**config.mk**
```make
export PLATFORM = sky130hd
export DESIGN_NAME = seq_and_multiplier
export DESIGN_NICKNAME = d
export VERILOG_FILES = /design/src/rtl/seq_and_multiplier.sv
export SDC_FILE = /design/constraint.sdc
export NUM_CORES = 1
export LEC_CHECK = 0
export ABC_AREA = 1
export CAP_MARGIN = 10
export CORE_MARGIN = 2
export CORE_UTILIZATION = 45
export DETAILED_ROUTE_END_ITERATION = 12
export GPL_TIMING_DRIVEN = 0
export PLACE_DENSITY = 0.69
export SLEW_MARGIN = 20
export SYNTH_ARGS = -nofsm -noshare
export SYNTH_HDL_FRONTEND = slang
export SYNTH_SLANG_ARGS = --single-unit
```
**constraint.sdc**
```tcl
create_clock -name clk -period 2.4 [get_ports clk]
set_clock_uncertainty 0.1 [all_clocks]
set_input_delay 0.24 -clock clk [delete_from_list [all_inputs] [get_ports clk]]
set_output_delay 0.24 -clock clk [all_outputs]
set_load 0.005 [all_outputs]
```
**src/rtl/seq_and_multiplier.sv**
```systemverilog
// seq_and_multiplier: multi-cycle shift-and-add multiplier.
// Each RUN cycle ANDs the multiplicand with the current low multiplier bit
// and adds it into the upper half of a 2*WIDTH accumulator, which then
// shifts right by one. WIDTH cycles in RUN, one cycle in FIN.
// Optional feature macro: MUL_SIGNED_EN (two's complement operands).
module seq_and_multiplier #(
  parameter int WIDTH = 32
) (
  input  logic               clk,
  input  logic               rst,
  input  logic               start,
  input  logic [WIDTH-1:0]   a,
  input  logic [WIDTH-1:0]   b,
  output logic               busy,
  output logic               done,
  output logic [2*WIDTH-1:0] product
);

  localparam int CW = $clog2(WIDTH + 1);
  localparam logic [CW-1:0] CNT_INIT = CW'(WIDTH);
  localparam logic [CW-1:0] CNT_ONE  = CW'(1);

  typedef enum logic [1:0] {IDLE, RUN, FIN} state_t;

  state_t             state_q, state_d;
  logic [2*WIDTH-1:0] acc_q, acc_d;
  logic [WIDTH-1:0]   mcand_q, mcand_d;
  logic [CW-1:0]      cnt_q, cnt_d;
  logic [2*WIDTH-1:0] product_q, product_d;
  logic               done_q, done_d;

  logic [WIDTH-1:0]   pp;
  logic [WIDTH:0]     sum;
  logic [WIDTH-1:0]   a_cap, b_cap;
  logic [2*WIDTH-1:0] result;

  // Partial product: one AND gate per multiplicand bit, gated by acc[0].
  for (genvar i = 0; i < WIDTH; i++) begin : g_pp
    assign pp[i] = mcand_q[i] & acc_q[0];
  end

  // Carry is kept as the top bit so the shift never loses it.
  assign sum = {1'b0, acc_q[2*WIDTH-1:WIDTH]} + {1'b0, pp};

`ifdef MUL_SIGNED_EN
  logic neg_q, neg_d;

  // Magnitudes are multiplied unsigned; -2^(W-1) maps to 2^(W-1), which fits.
  assign a_cap  = a[WIDTH-1] ? (~a + WIDTH'(1)) : a;
  assign b_cap  = b[WIDTH-1] ? (~b + WIDTH'(1)) : b;
  assign result = neg_q ? (~acc_q + (2*WIDTH)'(1)) : acc_q;

  // Sign of the result, latched with the operands.
  always_ff @(posedge clk) begin
    if (rst) neg_q <= 1'b0;
    else     neg_q <= neg_d;
  end

  // New sign only on an accepted start.
  always_comb begin
    neg_d = neg_q;
    if (state_q == IDLE && start) neg_d = a[WIDTH-1] ^ b[WIDTH-1];
  end
`else
  assign a_cap  = a;
  assign b_cap  = b;
  assign result = acc_q;
`endif

  // State and datapath registers; reset aborts any operation in flight.
  always_ff @(posedge clk) begin
    if (rst) begin
      state_q   <= IDLE;
      acc_q     <= '0;
      mcand_q   <= '0;
      cnt_q     <= '0;
      product_q <= '0;
      done_q    <= 1'b0;
    end else begin
      state_q   <= state_d;
      acc_q     <= acc_d;
      mcand_q   <= mcand_d;
      cnt_q     <= cnt_d;
      product_q <= product_d;
      done_q    <= done_d;
    end
  end

  // Next-state and datapath update.
  always_comb begin
    state_d   = state_q;
    acc_d     = acc_q;
    mcand_d   = mcand_q;
    cnt_d     = cnt_q;
    product_d = product_q;
    done_d    = 1'b0;
    case (state_q)
      IDLE: begin
        if (start) begin
          mcand_d = a_cap;
          acc_d   = {{WIDTH{1'b0}}, b_cap};
          cnt_d   = CNT_INIT;
          state_d = RUN;
        end
      end
      RUN: begin
        acc_d = {sum, acc_q[WIDTH-1:1]};
        cnt_d = cnt_q - CNT_ONE;
        if (cnt_q == CNT_ONE) state_d = FIN;
      end
      FIN: begin
        product_d = result;
        done_d    = 1'b1;
        state_d   = IDLE;
      end
      default: state_d = IDLE;
    endcase
  end

  assign busy    = (state_q != IDLE);
  assign done    = done_q;
  assign product = product_q;

endmodule

```
==> summary.txt <==
Placed design
  – Placer Congestion: 0.945
  – Dpl hpwl: 19000 um
  – Placed cells: 1708
  – Port-buffer cells: 132

Die
  – Core ar.: 18900 um2
  – Die Ht: 143 um
  – Die Wd: 143 um
  – Die area: 20500 um2
  – Initial core utilization: between 40% and 50%
  – Row Count: 50
  – # IOs: approximately 130

Layout
  – Layout cell share with drive strength beyond 1: between 10% and 20%
  – Area grow syn2layout: 30.4%
  – Post-route insts no fill: 1745
  – Fillers: 1822
  – FF+latch area: 3390 um2
  – Footprint of the multi-input gates: 4660 um2
  – Post-layout nets: 1574
  – Antenna Cells: 0
  – Util after Layout: between 60% and 70%

Worst setup path
  – R2r startpoint: acc_q[0]
  – Setup crit end kind: flip-flop
  – Worst setup path class: reg2reg
  – CP Data Required Time: 2.61 ns
  – Crit-path max FO: 6
  – Crit path DAT: 2.53 ns
  – Critical Path Start: acc_q[0]
  – CP startpoint kind: flip-flop

GRT
  – Vias in the first global route: 8355
  – Gr usage total: 25.3%
  – First-pass GRT wire length: a little over 40000 um
  – Largest net degree at the start of global routing: 22
  – Total congestion overflow: 0
  – Antenna violations before repair: 0

Flow run
  – Max_cap viols: 0

Power and ir drop
  – Switch share: 30.9%
  – Power share of the combinational group: roughly 15%
  – Total power: 7020 uW
  – P_sw: 2170 uW
  – Clock power share: 41.2%
  – Worst VDD drop: 0.469 mV
  – Pwr dens: 617 nW/um2
  – P_int: 4850 uW
  – Lkg Pwr: 0.00513 uW
  – Sequential Power Share: 43.7%

STA
  – Max_slew headroom: between 40% and 50%
  – RSZ-0062 raised after global routing: yes
  – Tightest Pin Transition: 0.758 ns
  – Slew Viols, Final: 0
  – Fin Hold WS: ~0.32 ns
  – Setup violations, final: 0
  – Crit path time final: approximately 2.3 ns
  – Fin crit share: 96.8%
  – Fin. Hold Viols: 0
  – Max Clk Rate: 431 MHz

Synthesis
  – Cell variety after synth: 38
  – Most numerous cell in the Yosys netlist: nand2_1
  – Register area share after synthesis: 38.8%
  – EDFF count, synth: 0
  – Synthesized net count: 1418
  – Ys Warns: 0
  – Post-Syn Instances: 1316
  – Synthesized cell area: 8730 um2
  – Top cell type's share of synthesized area: around 39%
  – Synth Flop Type: dfxtp_1
  – Synth top area cells: dfxtp_1 39%, nand2_1 13%, nor2_1 10%
  – Seq cells post-synth: 169
  – Avg Cell Area, Syn: 6.63 um2
  – Synth async-reset ratio: 0%
  – Area leader, netlist: dfxtp_1
  – Most instantiated cells after synthesis: 297 x nand2_1, 238 x nor2_1, 184 x inv_1

Worst hold path
  – Worst min path class: in2reg
  – Hold Crit Start: a[4]

Drt
  – Antenna viol nets, final: 0
  – Routed via count: 8844
  – DR iter-0 viols: 484
  – Routed len/inst: 14.7 um
  – Via/cell ratio: slightly above 5
  – TritonRoute pass-1 iters: 5
  – DRC: 0
  – Drt total wl: 25600 um

Run status
  – Outcome: completed

CTS
  – Clk_lat worst skew: 0.45 ns
  – Clk sink count: 169
  – CTS tree: built
  – CTS Buf Count: 17
  – Post-CTS Hold Fix Bufs: 0
  – Reg clk slew, reported paths: 0.08 ns
  – Root Driver: clkbuf_16
  – CTS Buffer Depth: 2
  – H-tree depth: 4
through the flow:
stage                     area, um2  setup WS (ns)  TNS [ns]
final                         11400         0.0773         0
after global routing          11400        -0.0295   -0.0954
after CTS                     11100         0.0187         0
after detailed placement      10400         -0.600    -13.02
after global placement        10400         -0.519    -11.21
after floorplan                8730          0.156         0
state kept, by name, summed over array words and instances, names as in the netlist:
| register | count |
|---|---|
| mcand_q | 32 |
| acc_q | 64 |
| done | 1 |
| cnt_q | 6 |
| product | 64 |
| state_q | 2 |
layout by cell type (no fill, tap or decap), drive strengths merged, types with 2 or more instances in the layout:
cell and n:
buf 26, nand2 301, a21oi 96, clkinv 10
or2 6, inv 193, ha 34, a22oi 7
a221oi 24, nor3 6, nand3b 4, o21ai 112
o21bai 3, nand4 4, a21o 2, clkdlybuf4s50 132
dfxtp 169, clkbuf 54, nor2 243, nand3 52
layout make-up:
class	instances	area share [%]
clock buffer	17	3.74
buffer	57	2.57
inverter	188	6.20
timing repair buffer	138	12.0
sequential	169	29.8
multi-input combinational	901	41.0
tap	260	2.86
clock inverter	15	1.90
worst max-delay path: stages (launching register included):
cell,delay [ns]
dfxtp_4,0.41
nand2_1,0.09
inv_1,0.09
ha_4,0.14
inv_1,0.05
fa_1,0.37
inv_2,0.09
nand3_1,0.08
nand3_2,0.11
nand3_1,0.09
nand3_2,0.14
nand2_1,0.11
nand2_1,0.08
nand2_1,0.05
nand3_1,0.10
a21oi_1,0.08
cell families after synthesis:
| family | count (synthesis) | share of synthesized area (%) |
|---|---|---|
| compound gates | 250 | 16.7 |
| fa+ha+maj | 35 | 5.10 |
| buf+inv | 246 | 11.2 |
| flops | 169 | 38.8 |
| simple gates | 616 | 28.2 |
final timing paths:
check | depth (start not counted) | endpoint | slack, ns
hold reg to reg | 2 | acc_q[11] | 0.37
setup / recovery | 15 | acc_q[59] | 0.08
hold / removal | 3 | mcand_q[4] | 0.32
setup reg to reg | 15 | acc_q[59] | 0.08
metal layers:
layer  track usage [%]  vias up  routed length (um)
met1              34.3     4134               12200
met5                 0        -                   0
met3              4.19       27                1100
met4              6.30        0                 320
li1                  -     4482                   -
met2              42.0      201               12000
power by group through the flow:
stage | registers, uW | clock network (uW) | logic (uW)
after floorplan | 3110 | 0 | 639
after detailed placement | 3130 | 0 | 1040
final | 3070 | 2890 | 1060
after global routing | 3090 | 3070 | 1180
after CTS | 3070 | 2930 | 1040
after global placement | 3120 | 0 | 1020
repair_timing:
item / 4_1_cts / 5_1_grt
pin swaps: 0 / 5
setup endpoints to repair: 30 / 21
buffers inserted: 0 / 6
gates resized for setup: 16 / 72
(Power assumes the default switching activity.)
